<file path="config.mk">
export PLATFORM = sky130hd
export DESIGN_NAME = branch_resolve_queue
export DESIGN_NICKNAME = d
export VERILOG_FILES = /design/src/rtl/lc3b_types.sv /design/src/rtl/branch_resolve_queue_sat_counter.sv /design/src/rtl/branch_resolve_queue.sv
export SDC_FILE = /design/constraint.sdc
export NUM_CORES = 1
export LEC_CHECK = 0
export CORE_UTILIZATION = 51
export CTS_BUF_LIST = sky130_fd_sc_hd__clkbuf_4 sky130_fd_sc_hd__clkbuf_8
export DETAILED_ROUTE_END_ITERATION = 8
export GPL_ROUTABILITY_DRIVEN = 1
export MAX_ROUTING_LAYER = met4
export PLACE_DENSITY = 0.78
export SLEW_MARGIN = 20
export SYNTH_ARGS = -nofsm -noshare
export SYNTH_HDL_FRONTEND = slang
export SYNTH_SLANG_ARGS = --single-unit
</file>
<file path="constraint.sdc">
create_clock -name clk -period 2.2 [get_ports clk]
set_input_delay 0.33 -clock clk [delete_from_list [all_inputs] [get_ports clk]]
set_output_delay 0.33 -clock clk [all_outputs]
set_load 0.01 [all_outputs]
</file>
<file path="src/rtl/lc3b_types.sv">
// ============================================================================
//  Package     : lc3b_types
//  Description : Shared types for the branch resolve queue: predictor word,
//                2-bit counter value, queue entry and taken-decode helper.
//  Revision    : 1.0  initial release
// ============================================================================
`default_nettype none

package lc3b_types;

   typedef logic [15:0] lc3b_word;
   typedef logic [1:0]  lc3b_bp_count;

   typedef struct packed {
      lc3b_word     pc;
      lc3b_bp_count count;
   } brq_entry_t;

   // The upper counter bit is the predicted direction.
   function automatic logic bp_taken(input lc3b_bp_count count);
      return count[1];
   endfunction

endpackage

`default_nettype wire

</file>
<file path="src/rtl/branch_resolve_queue_sat_counter.sv">
// ============================================================================
//  Module      : brq_sat_counter
//  Description : 16-bit event counter that sticks at 16'hFFFF.
//  Revision    : 1.0  initial release
// ============================================================================
`default_nettype none

module brq_sat_counter (
   input  logic        clk,
   input  logic        reset,
   input  logic        inc,
   output logic [15:0] count
);

   logic [15:0] r_count;

   // Count events, holding once the all-ones value is reached.
   always_ff @(posedge clk or posedge reset) begin
      if (reset) begin
         r_count <= 16'h0000;
      end else if (inc && (r_count != 16'hFFFF)) begin
         r_count <= r_count + 16'd1;
      end
   end

   assign count = r_count;

endmodule

`default_nettype wire

</file>
<file path="src/rtl/branch_resolve_queue.sv">
// ============================================================================
//  Module      : branch_resolve_queue
//  Description : In-order queue of predicted branches. Resolving the oldest
//                entry drives the predictor-table update one cycle later and
//                flags a mispredict, which squashes all younger entries.
//                Optional macro BRQ_STATS_EN adds resolve/mispredict counters.
//  Revision    : 1.0  initial release
// ============================================================================
`default_nettype none

module branch_resolve_queue
   import lc3b_types::*;
#(
   parameter int DEPTH = 4
) (
   input  logic                       clk,
   input  logic                       reset,
   input  logic                       alloc_valid,
   output logic                       alloc_ready,
   input  logic [15:0]                alloc_pc,
   input  logic [1:0]                 alloc_count,
   input  logic                       resolve_valid,
   output logic                       resolve_ready,
   input  logic                       resolve_taken,
   input  logic                       flush,
   output logic                       pred_load,
   output logic                       pred_branch_enable,
   output logic [15:0]                pred_index,
   output logic                       mispredict,
   output logic [$clog2(DEPTH+1)-1:0] occupancy
`ifdef BRQ_STATS_EN
   ,
   output logic [15:0]                stat_resolved,
   output logic [15:0]                stat_mispred
`endif
);

   localparam int PTR_W = $clog2(DEPTH);
   localparam int OCC_W = $clog2(DEPTH + 1);
   localparam logic [OCC_W-1:0] C_FULL = OCC_W'(DEPTH);

   brq_entry_t       r_mem [DEPTH];
   logic [PTR_W-1:0] r_head;
   logic [PTR_W-1:0] r_tail;
   logic [OCC_W-1:0] r_count;

   logic             w_full;
   logic             w_empty;
   logic             w_pop;
   logic             w_push;
   logic             w_mis;
   brq_entry_t       w_head_entry;
   brq_entry_t       w_new_entry;

   assign w_full        = (r_count == C_FULL);
   assign w_empty       = (r_count == '0);
   assign alloc_ready   = !w_full;
   assign resolve_ready = !w_empty;
   assign occupancy     = r_count;

   assign w_head_entry  = r_mem[r_head];
   assign w_new_entry   = '{pc: alloc_pc, count: alloc_count};

   // Flush overrides everything. A push into a full queue is still legal
   // when the oldest entry leaves on the same edge.
   assign w_pop  = resolve_valid && !w_empty && !flush;
   assign w_push = alloc_valid && (!w_full || w_pop) && !flush;
   assign w_mis  = w_pop && (bp_taken(w_head_entry.count) != resolve_taken);

   // Pointer and occupancy bookkeeping; a mispredict drops every younger
   // entry, including one pushed on the same edge.
   always_ff @(posedge clk or posedge reset) begin
      if (reset) begin
         r_head  <= '0;
         r_tail  <= '0;
         r_count <= '0;
      end else if (flush) begin
         r_head  <= '0;
         r_tail  <= '0;
         r_count <= '0;
      end else if (w_mis) begin
         r_head  <= r_head + PTR_W'(1);
         r_tail  <= r_head + PTR_W'(1);
         r_count <= '0;
      end else begin
         if (w_push) begin
            r_tail <= r_tail + PTR_W'(1);
         end
         if (w_pop) begin
            r_head <= r_head + PTR_W'(1);
         end
         r_count <= r_count + OCC_W'(w_push) - OCC_W'(w_pop);
      end
   end

   // Entry storage: plain flops, written at the tail on an accepted push.
   always_ff @(posedge clk) begin
      if (w_push && !w_mis) begin
         r_mem[r_tail] <= w_new_entry;
      end
   end

   // Predictor update strobes, one cycle after the pop; index holds.
   always_ff @(posedge clk or posedge reset) begin
      if (reset) begin
         pred_load          <= 1'b0;
         pred_branch_enable <= 1'b0;
         mispredict         <= 1'b0;
         pred_index         <= 16'h0000;
      end else begin
         pred_load          <= w_pop;
         pred_branch_enable <= w_pop && resolve_taken;
         mispredict         <= w_mis;
         if (w_pop) begin
            pred_index <= w_head_entry.pc;
         end
      end
   end

`ifdef BRQ_STATS_EN
   brq_sat_counter u_stat_resolved (
      .clk   (clk),
      .reset (reset),
      .inc   (w_pop),
      .count (stat_resolved)
   );

   brq_sat_counter u_stat_mispred (
      .clk   (clk),
      .reset (reset),
      .inc   (w_mis),
      .count (stat_mispred)
   );
`endif

endmodule

`default_nettype wire
</file>
==> summary.md, run 1 <==
| Metric | Value |
|---|---|
| Commonest non-fill, non-tap cell in the layout | `edfxtp_1` |
| Minimum clock period | `2270 ps` |
| PwrDens | `1090 nW/um2` |
| TritonCTS Buffers | `9` |
| R2R Setup Slk | `-70 ps` |
| Area grow syn2layout | `27.5%` |
| Worst R2R Path Depth | `10` |
| Ratio of cells with drive above 1 in the final layout | `31.9%` |
| WL/cell | `17.4 um` |
| Syn_nets | `211` |
| Logic pwr share | `32.2%` |
| Sequential area share after synthesis | `74.0%` |
| Area of the multi-input gates | `935 um2` |
| Setup ws final | `-66.0 ps` |
| Final setup violation count | `1` |
| Cell count after synthesis | `180` |
| Commonest cells after routing, fill and taps aside | `edfxtp_1 (68), clkdlybuf4s50_1 (45), dfrtp_1 (23)` |
| DR vias/cell | `5.27` |
| Status | `complete, but fails checks` |
| #FFs+latches synth | `94` |
| Largest net degree at the start of global routing | `22` |
| Drt drc | `0` |
| Critical Path Fanout Max | `2` |
| PortBufs | `46` |
| Fin nets | `283` |
| Worst min-delay path class | `input port to asynchronous set/reset pin` |
| CTS Root Cell | `clkbuf_8` |
| Yosys Warn Count | `0` |
| DR iter-0 viols | `141` |
| Startpoint Class | `flop` |
| Relative slew margins | `53.8%` |
| Max Root-Sink Buffers | `2` |
| Crit path required time | `2440 ps` |
| Mean Syn Cell Area | `20.2 um2` |
| Final Wtd Congestion | `0.769` |
| Die Y-Extent | `86.5 um` |
| Sw Share | `27.1%` |
| CTS clk-pin slew, worst paths | `90 ps` |
| Starting Density | `53.3%` |
| Arr. time, crit path | `2500 ps` |
| Actual slew at the worst max-slew pin | `692 ps` |
| Mapped Area | `3640 um2` |
| Sw power | `1.36 mW` |
| Post-synth cell types | `27` |
| TNS Setup | `-66.0 ps` |
| DP Worst Slack | `-278 ps` |
| Worst VDD drop | `0.686 mV` |
| Die ar. | `7480 um2` |
| Total Routing Usage GR | `19.0%` |
| Vias in the first global route | `1954` |
| Clk_skew | `8.47 ps` |
| CTS tree | `yes` |
| Cell internal pwr | `3.67 mW` |
| Setup repair after global routing missed its margin | `true` |
| Terminus of the critical flop-to-flop path | `occupancy[2]` |
| Kind of end point of the critical path | `flop` |
| Failing checks | `setup timing` |
| Vias | `1862` |
| Pwr Total | `5.04 mW` |
| I/O Pins | `48` |
| Leak pwr | `1.66 nW` |
| Fin crit share | `103%` |
| Die width | `86.5 um` |
| Core ar. | `6830 um2` |
| Reg area | `2700 um2` |
| Filler cells | `464` |
| GRT overflow | `0` |
| CTS hold repair buffers | `0` |
| Post-DP HPWL | `4050 um` |
| Sequential Power Share | `46.3%` |
| Antenna Nets Post-Route | `0` |
| Total of max-cap violations | `0` |
| Clock H-tree levels | `3` |
| First-pass GRT wire length | `9840 um` |
| Rows | `30` |
| Initial antenna violation count | `0` |
| Final Hold Fails | `0` |
| Max Freq | `441 MHz` |
| Crit Path Category | `flop to flop` |
| Drt pass-1 iters | `4` |
| Reg2reg start | `occupancy[0]` |
| Clock sinks | `94` |
| WL final | `6150 um` |
| Slew Viols, Final | `0` |
| Setup Fix Bufs, Post-CTS | `0` |
| Skew-Pair Late Insertion Delay | `350 ps` |
| Clk pwr share | `21.4%` |
| Antenna diodes | `0` |
-- state kept, by name, indices dropped and copies added, names as in the netlist --
name,cells
r_head,2
pred_branch_enable,1
pred_load,1
r_tail,2
r_mem,68
pred_index,16
occupancy,3
mispredict,1
-- power by group through the flow --
stage | Sequential, mW | Combinational (mW) | Clock (mW)
CTS | 2.34 | 1.65 | 1.10
global placement | 2.36 | 1.62 | 0
detailed placement | 2.38 | 1.66 | 0
floorplan | 2.46 | 0.784 | 0
finish | 2.33 | 1.62 | 1.08
global route | 2.37 | 1.76 | 1.16
-- per-stage QoR --
| stage | std cells | hold WS (ps) | cell area, um2 | utilization (%) |
|---|---|---|---|---|
| after floorplan | 180 | 370 | 3690 | - |
| final | 353 | 387 | 4640 | 67.9 |
| after global placement | 337 | 490 | 4450 | 65.2 |
| after global routing | 353 | 443 | 4640 | 67.9 |
| after detailed placement | 337 | 496 | 4450 | 65.2 |
| after CTS | 353 | 414 | 4640 | 67.9 |
-- cell type report --
| type | count | area share [%] |
|---|---|---|
| multi-input cells | 73 | 20.1 |
| clock buffers | 9 | 2.67 |
| inverters | 5 | 0.404 |
| clock inverters | 7 | 1.40 |
| flip-flops and latches | 94 | 58.1 |
| well taps | 96 | 2.59 |
| repair buffers | 69 | 14.7 |
-- layer usage --
metal,wire length [um],vias up,GRT usage [%]
li1,-,842,-
met1,2560,959,23.3
met2,3200,53,30.6
met3,297,8,4.86
met4,89,0,7.27
met5,0,-,-
-- Yosys cell counts --
master,instances,share of area [%]
buf_1,1,0.10
nor2b_1,2,0.34
nor2_1,3,0.31
nor3_2,1,0.28
nor3_1,1,0.14
edfxtp_1,68,56
inv_1,5,0.52
or3b_1,1,0.24
xor2_1,4,0.96
a31oi_1,2,0.34
o31ai_1,1,0.21
mux4_2,17,11
nand3_1,1,0.14
dfrtp_1,26,18
or3_1,1,0.17
nor3b_2,1,0.34
and2_1,5,0.86
o21ai_0,2,0.28
fa_1,1,0.55
a21oi_1,1,0.14
clkbuf_1,1,0.10
o21a_1,2,0.41
and3_1,1,0.17
mux2_2,17,5.3
buf_2,6,0.83
ha_1,6,2.1
xnor2_1,3,0.72
-- critical path: stages, from the launching register on --
cell and delay, ps:
dfrtp_2 420, or3b_4 410, o21ai_4 170, ha_4 220
inv_1 50, ha_1 130, inv_1 50, fa_2 330
xor2_1 150, xnor2_1 180, nor3_2 60
-- logic make-up after synthesis --
logic type / after synthesis / synth area share [%]
AOI/OAI and AO/OA: 8 / 1.38
xor gates and xnor gates: 7 / 1.69
adders and majority gates: 7 / 2.61
buffers and inverters: 13 / 1.55
DFF: 94 / 74.0
muxes: 34 / 15.8
and+or+nand+nor: 17 / 2.99
-- repair_timing --
item	4_1_cts	5_1_grt
setup endpoints to repair	2	70
gates resized for setup	1	0
pin swaps	1	0
-- how the worst max path moves through the flow --
stage | from | to | slack [ps]
3_3_place_gp | resolve_valid | occupancy[2] | -210
3_5_place_dp | resolve_valid | occupancy[2] | -280
2_1_floorplan | occupancy[1] | occupancy[2] | -90
5_1_grt | occupancy[0] | occupancy[2] | -160
4_1_cts | occupancy[0] | occupancy[2] | -80
6_report | occupancy[0] | occupancy[2] | -70
No activity file was read; power rests on OpenSTA's default activity.
==> run 2, diff against run 1 <==
Settings changed: CORE_UTILIZATION 51 to 30, PLACE_DENSITY 0.78 to unset.
==> summary.md, run 2 (synthesized netlist as in run 1, its figures left out) <==
| Metric | Value |
|---|---|
| CTS Root Cell | `clkbuf_8` |
| Worst min-delay path class | `input port to asynchronous set/reset pin` |
| CTS tree | `yes` |
| Antenna diodes | `0 (unchanged)` |
| Ratio of cells with drive above 1 in the final layout | `33.1% (+1.2 points)` |
| Clock H-tree levels | `3 (unchanged)` |
| Placed insts | `384 (+14%)` |
| WL/cell | `16.2 um (-7.1%)` |
| Commonest non-fill, non-tap cell in the layout | `edfxtp_1` |
| Largest Register | `r_mem` |
| PortBufs | `46 (unchanged)` |
| Critical Path Fanout Max | `2 (unchanged)` |
| Largest net degree at the start of global routing | `27 (+23%)` |
| Area grow syn2layout | `30.4%` |
| Die Y-Extent | `112 um (+30%)` |
| Failing checks | `DRC, setup timing` |
| Rows | `39 (+30%)` |
| First-pass GRT wire length | `10500 um (+7.2%)` |
| Commonest cells after routing, fill and taps aside | `edfxtp_1 (68), clkdlybuf4s50_1 (45), dfrtp_1 (23)` |
| WL final | `6470 um (+5.2%)` |
| Drt pass-1 iters | `6 (+2)` |
| Vias in the first global route | `1976 (+1.1%)` |
| DP Worst Slack | `-243 ps (+35.1 ps)` |
| CTS clk-pin slew, worst paths | `90 ps (about the same)` |
| DR iter-0 viols | `71 (-50%)` |
| Fin cells | `400 (+13%)` |
| CP max-delay cell | `or3b_4` |
| Post-DP HPWL | `4190 um (+3.6%)` |
| Max Root-Sink Buffers | `2 (unchanged)` |
| Worst VDD drop | `0.364 mV (-47%)` |
| Clk_skew | `7.82 ps (-0.656 ps)` |
| Max Freq | `445 MHz (+0.87%)` |
| Die ar. | `12600 um2 (+68%)` |
| Vias | `1797 (-3.5%)` |
| Skew-Pair Late Insertion Delay | `350 ps (about the same)` |
| Final Hold Fails | `0 (unchanged)` |
| Antenna Nets Post-Route | `0 (unchanged)` |
| Total of max-cap violations | `0 (unchanged)` |
| Startpoint Class | `flop` |
| Kind of end point of the critical path | `flop` |
| Filler cells | `1076 (+130%)` |
| Worst path max stage delay | `420 ps (about the same)` |
| Setup Fix Bufs, Post-CTS | `0 (unchanged)` |
| Core ar. | `11600 um2 (+70%)` |
| Setup repair after global routing missed its margin | `true` |
| Arr. time, crit path | `2480 ps (-20 ps)` |
| Clock sinks | `94 (unchanged)` |
| TNS Setup | `-46.5 ps (+19.5 ps)` |
| CTS hold repair buffers | `0 (unchanged)` |
| Status | `complete, but fails checks` |
| Slew Viols, Final | `0 (unchanged)` |
| Minimum clock period | `2250 ps (-19.5 ps)` |
| Worst path most repeated cell | `inv_1` |
| Drt drc | `4 (+4)` |
| Relative slew margins | `73.5% (+20 points)` |
| GRT overflow | `0 (unchanged)` |
| I/O Pins | `48 (unchanged)` |
| Actual slew at the worst max-slew pin | `397 ps (-295 ps)` |
| TritonCTS Buffers | `9 (unchanged)` |
| Setup ws final | `-46.5 ps (+19.5 ps)` |
| Die width | `112 um (+30%)` |
| Final setup violation count | `1 (unchanged)` |
| Crit path required time | `2440 ps (about the same)` |
| DR vias/cell | `4.49 (-15%)` |
| Total Routing Usage GR | `11.8% (-7.2 points)` |
| Leak pwr | `1.67 nW (+0.59%)` |
| Crit Path Category | `flop to flop` |
| Fin nets | `283 (unchanged)` |
| Starting Density | `31.3% (-22 points)` |
| Final Wtd Congestion | `0.734 (-4.5%)` |
| Cells along the critical path | `or3b_4 > o21ai_4 > ha_4 > inv_1 > ha_1 > inv_1 > fa_2 > xor2_2 > xnor2_2 > nor3_2` |
| Fin crit share | `102% (-0.89 points)` |
| PwrDens | `1100 nW/um2 (+1.1%)` |
| Initial antenna violation count | `0 (unchanged)` |
| Max FFs per register | `68 (unchanged)` |
[run 2: worst paths after layout]
path,cells past startpoint,end,startpoint,slack (ps)
max,10,occupancy[2],occupancy[0],-50
min,3,pred_index[8],reset,340
max reg2reg,10,occupancy[2],occupancy[0],-50
min reg2reg,1,pred_index[15],pred_index[15],510
max in group asynchronous,3,occupancy[0],reset,1550
min in group clk,1,pred_index[15],pred_index[15],510
[run 2: critical path: cells and delay by family, from the launching register on]
family / cells / cell delay (ps)
AOI/OAI and AO/OA: 1 / 160
xor gates and xnor gates: 2 / 330
adders and majority gates: 3 / 680
buffers and inverters: 2 / 90
DFF: 1 / 410
and+or+nand+nor: 2 / 470
[run 2: timing repair]
item	in CTS	in global routing
cloned	0	0
pin swaps	1	0
resized for setup	1	2
setup endpoints to repair	2	69
hold endpoints to repair	0	0
[run 2: area by class of cell]
class	instances	area, um2	area share (%)
multi-input cells	73	950	20.0
clock inverters	7	96.3	2.03
inverters	5	18.8	0.395
repair buffers	69	682	14.4
clock buffers	9	124	2.61
flip-flops and latches	94	2700	56.8
well taps	143	179	3.77
[run 2: routing by layer]
| metal | routed length, um | GRT usage, % | up-vias |
|---|---|---|---|
| li1 | - | - | 837 |
| met1 | 2870 | 14.1 | 913 |
| met2 | 3170 | 18.6 | 37 |
| met3 | 315 | 3.51 | 10 |
| met4 | 112 | 5.07 | 0 |
| met5 | 0 | - | - |
[run 2: power breakdown]
group | leakage (nW) | total (mW) | internal (mW) | switching [mW]
clock network | 0.103 | 1.23 | 0.642 | 0.591
logic | 0.626 | 1.65 | 0.978 | 0.675
registers | 0.938 | 2.32 | 2.20 | 0.124
[run 2: through the flow]
step / instance area (um2) / total power [mW] / utilization (%) / hold slack [ps]
after global routing: 4750 / 5.50 / 40.9 / 390
after floorplan: 3690 / 3.25 / - / 370
final: 4750 / 5.21 / 40.9 / 344
after CTS: 4730 / 5.26 / 40.7 / 358
after detailed placement: 4510 / 4.04 / 38.8 / 496
after global placement: 4510 / 4.01 / 38.8 / 495
==> run 3, diff against run 2 <==
Clock period 2.2 ns to 2.7 ns, I/O delays scaled along.
==> summary.md, run 3 (synthesized netlist as in run 1, its figures left out) <==
| Metric | Value |
|---|---|
| Status | `complete, but fails checks` |
| Failing checks | `DRC` |
| Clock H-tree levels | `3 (unchanged)` |
| Area grow syn2layout | `26.2%` |
| Final Wtd Congestion | `0.741 (+0.97%)` |
| Clock sinks | `94 (unchanged)` |
| Worst path max stage delay | `430 ps (about the same)` |
| Arr. time, crit path | `2710 ps (+230 ps)` |
| Final Hold Fails | `0 (unchanged)` |
| Setup repair after global routing missed its margin | `false` |
| Terminus of the critical flop-to-flop path | `occupancy[2]` |
| Fin cells | `391 (-2.3%)` |
| CTS clk-pin slew, worst paths | `90 ps (about the same)` |
| Clk_skew | `10.7 ps (+2.86 ps)` |
| Vias in the first global route | `1906 (-3.5%)` |
| Met2 Routed Length | `3210 um (+1.2%)` |
| Initial antenna violation count | `0 (unchanged)` |
| WL final | `6410 um (-0.96%)` |
| DR vias/cell | `4.52 (+0.71%)` |
| Logic pwr share | `28.7% (-3.0 points)` |
| Core ar. | `11600 um2 (unchanged)` |
| Leak pwr | `1.63 nW (-2.3%)` |
| CTS tree | `yes` |
| Die width | `112 um (unchanged)` |
| Ratio of cells with drive above 1 in the final layout | `27.0% (-6.1 points)` |
| CTS hold repair buffers | `0 (unchanged)` |
| Post-CTS sizing | `0 (-1)` |
| PwrDens | `913 nW/um2 (-17%)` |
| Critical Path Fanout Max | `5 (+3)` |
| Antenna Nets Post-Route | `0 (unchanged)` |
| Largest net degree at the start of global routing | `22 (-19%)` |
| Startpoint Class | `flop` |
| Crit Path Category | `flop to flop` |
| I/O Pins | `48 (unchanged)` |
| Final setup violation count | `0 (-1)` |
| Actual slew at the worst max-slew pin | `492 ps (+94.3 ps)` |
| GRT overflow | `0 (unchanged)` |
| Die ar. | `12600 um2 (unchanged)` |
| TNS Setup | `0 ps (+46.5 ps)` |
| WL/cell | `16.4 um (+1.3%)` |
| Largest Register | `r_mem` |
| Setup Fix Bufs, Post-CTS | `0 (unchanged)` |
| CP max-delay cell | `dfrtp_1` |
| Sw Share | `25.4% (-1.3 points)` |
| Hold Slack | `364 ps (+20.2 ps)` |
| Die Y-Extent | `112 um (unchanged)` |
| Fin crit share | `91.7% (-10 points)` |
| CTS Root Cell | `clkbuf_8` |
| Minimum clock period | `2480 ps (+229 ps)` |
| Slew Viols, Final | `0 (unchanged)` |
| Max FFs per register | `68 (unchanged)` |
| PortBufs | `46 (unchanged)` |
| Rows | `39 (unchanged)` |
| Worst R2R Path Depth | `10 (unchanged)` |
| Crit path required time | `2930 ps (+490 ps)` |
| DR iter-0 viols | `42 (-41%)` |
| Max Freq | `404 MHz (-9.2%)` |
| Total Routing Usage GR | `11.7% (-0.050 points)` |
| Kind of end point of the critical path | `flop` |
| Cell internal pwr | `3.13 mW (-18%)` |
| Total of max-cap violations | `0 (unchanged)` |
| Starting Density | `31.3% (unchanged)` |
| Clk pwr share | `25.9% (+2.2 points)` |
| Cells along the critical path | `or3b_1 > o21ai_0 > ha_1 > inv_1 > ha_1 > inv_1 > fa_1 > xor2_1 > xnor2_1 > nor3_2` |
| TritonCTS Buffers | `9 (unchanged)` |
| Skew-Pair Late Insertion Delay | `350 ps (about the same)` |
| Worst min-delay path class | `input port to asynchronous set/reset pin` |
| Final Util | `39.5% (-1.3 points)` |
| R2R Setup Slk | `220 ps (+270 ps)` |
| Pwr Total | `4.19 mW (-20%)` |
| Sw power | `1.06 mW (-23%)` |
| Commonest cells after routing, fill and taps aside | `edfxtp_1 (68), clkdlybuf4s50_1 (46), dfrtp_1 (26)` |
| Post-DP HPWL | `4140 um (-1.2%)` |
| Drt pass-1 iters | `6 (unchanged)` |
| Top Layer Used | `met4` |
| Antenna diodes | `0 (unchanged)` |
| Sequential Power Share | `45.4% (+0.8 points)` |
| Drt drc | `2 (-2)` |
| Worst VDD drop | `0.302 mV (-17%)` |
| Placed insts | `376 (-2.1%)` |
| Met3 WL | `361 um (+15%)` |
| Fin nets | `275 (-2.8%)` |
| Reg2reg start | `occupancy[0]` |
| Wl on met1 | `2780 um (-3.3%)` |
| First-pass GRT wire length | `10300 um (-1.9%)` |
| Vias | `1769 (-1.6%)` |
| Relative slew margins | `67.2% (-6.3 points)` |
| Max Root-Sink Buffers | `2 (unchanged)` |
| Commonest non-fill, non-tap cell in the layout | `edfxtp_1` |
-- run 3: cell count changes in the layout (fill, tap and decap cells not counted), moves of 2 or more --
cell	previous run	this run
dfrtp_2	3	0
clkinvlp_4	2	0
clkbuf_4	0	2
buf_4	19	15
buf_12	4	0
dfrtp_1	23	26
-- run 3: layer usage --
layer,up-vias,global-route usage (%)
met5,-,-
li1,816,-
met3,9,4.37
met2,39,18.5
met1,905,13.9
met4,0,4.00
-- run 3: metrics by stage --
step	area [um2]	worst slack [ps]
after floorplan	3640	230
after global placement	4360	153
after detailed placement	4360	124
after CTS	4590	196
after global routing	4590	66.4
final	4590	225
-- run 3: power by group through the flow --
stage / registers, mW / clock network, mW / logic (mW)
floorplan: 1.99 / 0 / 0.610
global placement: 1.94 / 0 / 1.21
detailed placement: 1.94 / 0 / 1.22
CTS: 1.91 / 1.12 / 1.23
global route: 1.94 / 1.18 / 1.30
finish: 1.90 / 1.09 / 1.20
-- run 3: worst max path at each step --
stage	startpoint	cells past startpoint	to	slack (ps)
2_1_floorplan	occupancy[1]	10	occupancy[2]	230
4_1_cts	occupancy[0]	10	occupancy[2]	200
5_1_grt	occupancy[0]	10	occupancy[2]	70
6_report	occupancy[0]	10	occupancy[2]	220
3_3_place_gp	flush	11	occupancy[2]	150
3_5_place_dp	flush	11	occupancy[2]	120
-- run 3: final cells by class --
class | instances | area (um2)
sequential | 94 | 2690
fill | 1097 | 7020
clock buffer | 11 | 139
multi-input combinational | 73 | 892
timing repair buffer | 61 | 573
clock inverter | 4 | 98.8
tap | 143 | 179
inverter | 5 | 18.8
-- run 3: critical path, delay by kind of cell, from the launching register on --
| kind | cells | cell delay [ps] |
|---|---|---|
| flops | 1 | 430 |
| compound gates | 1 | 250 |
| buf+inv | 2 | 100 |
| simple gates | 2 | 470 |
| fa+ha+maj | 3 | 780 |
| xor+xnor | 2 | 330 |
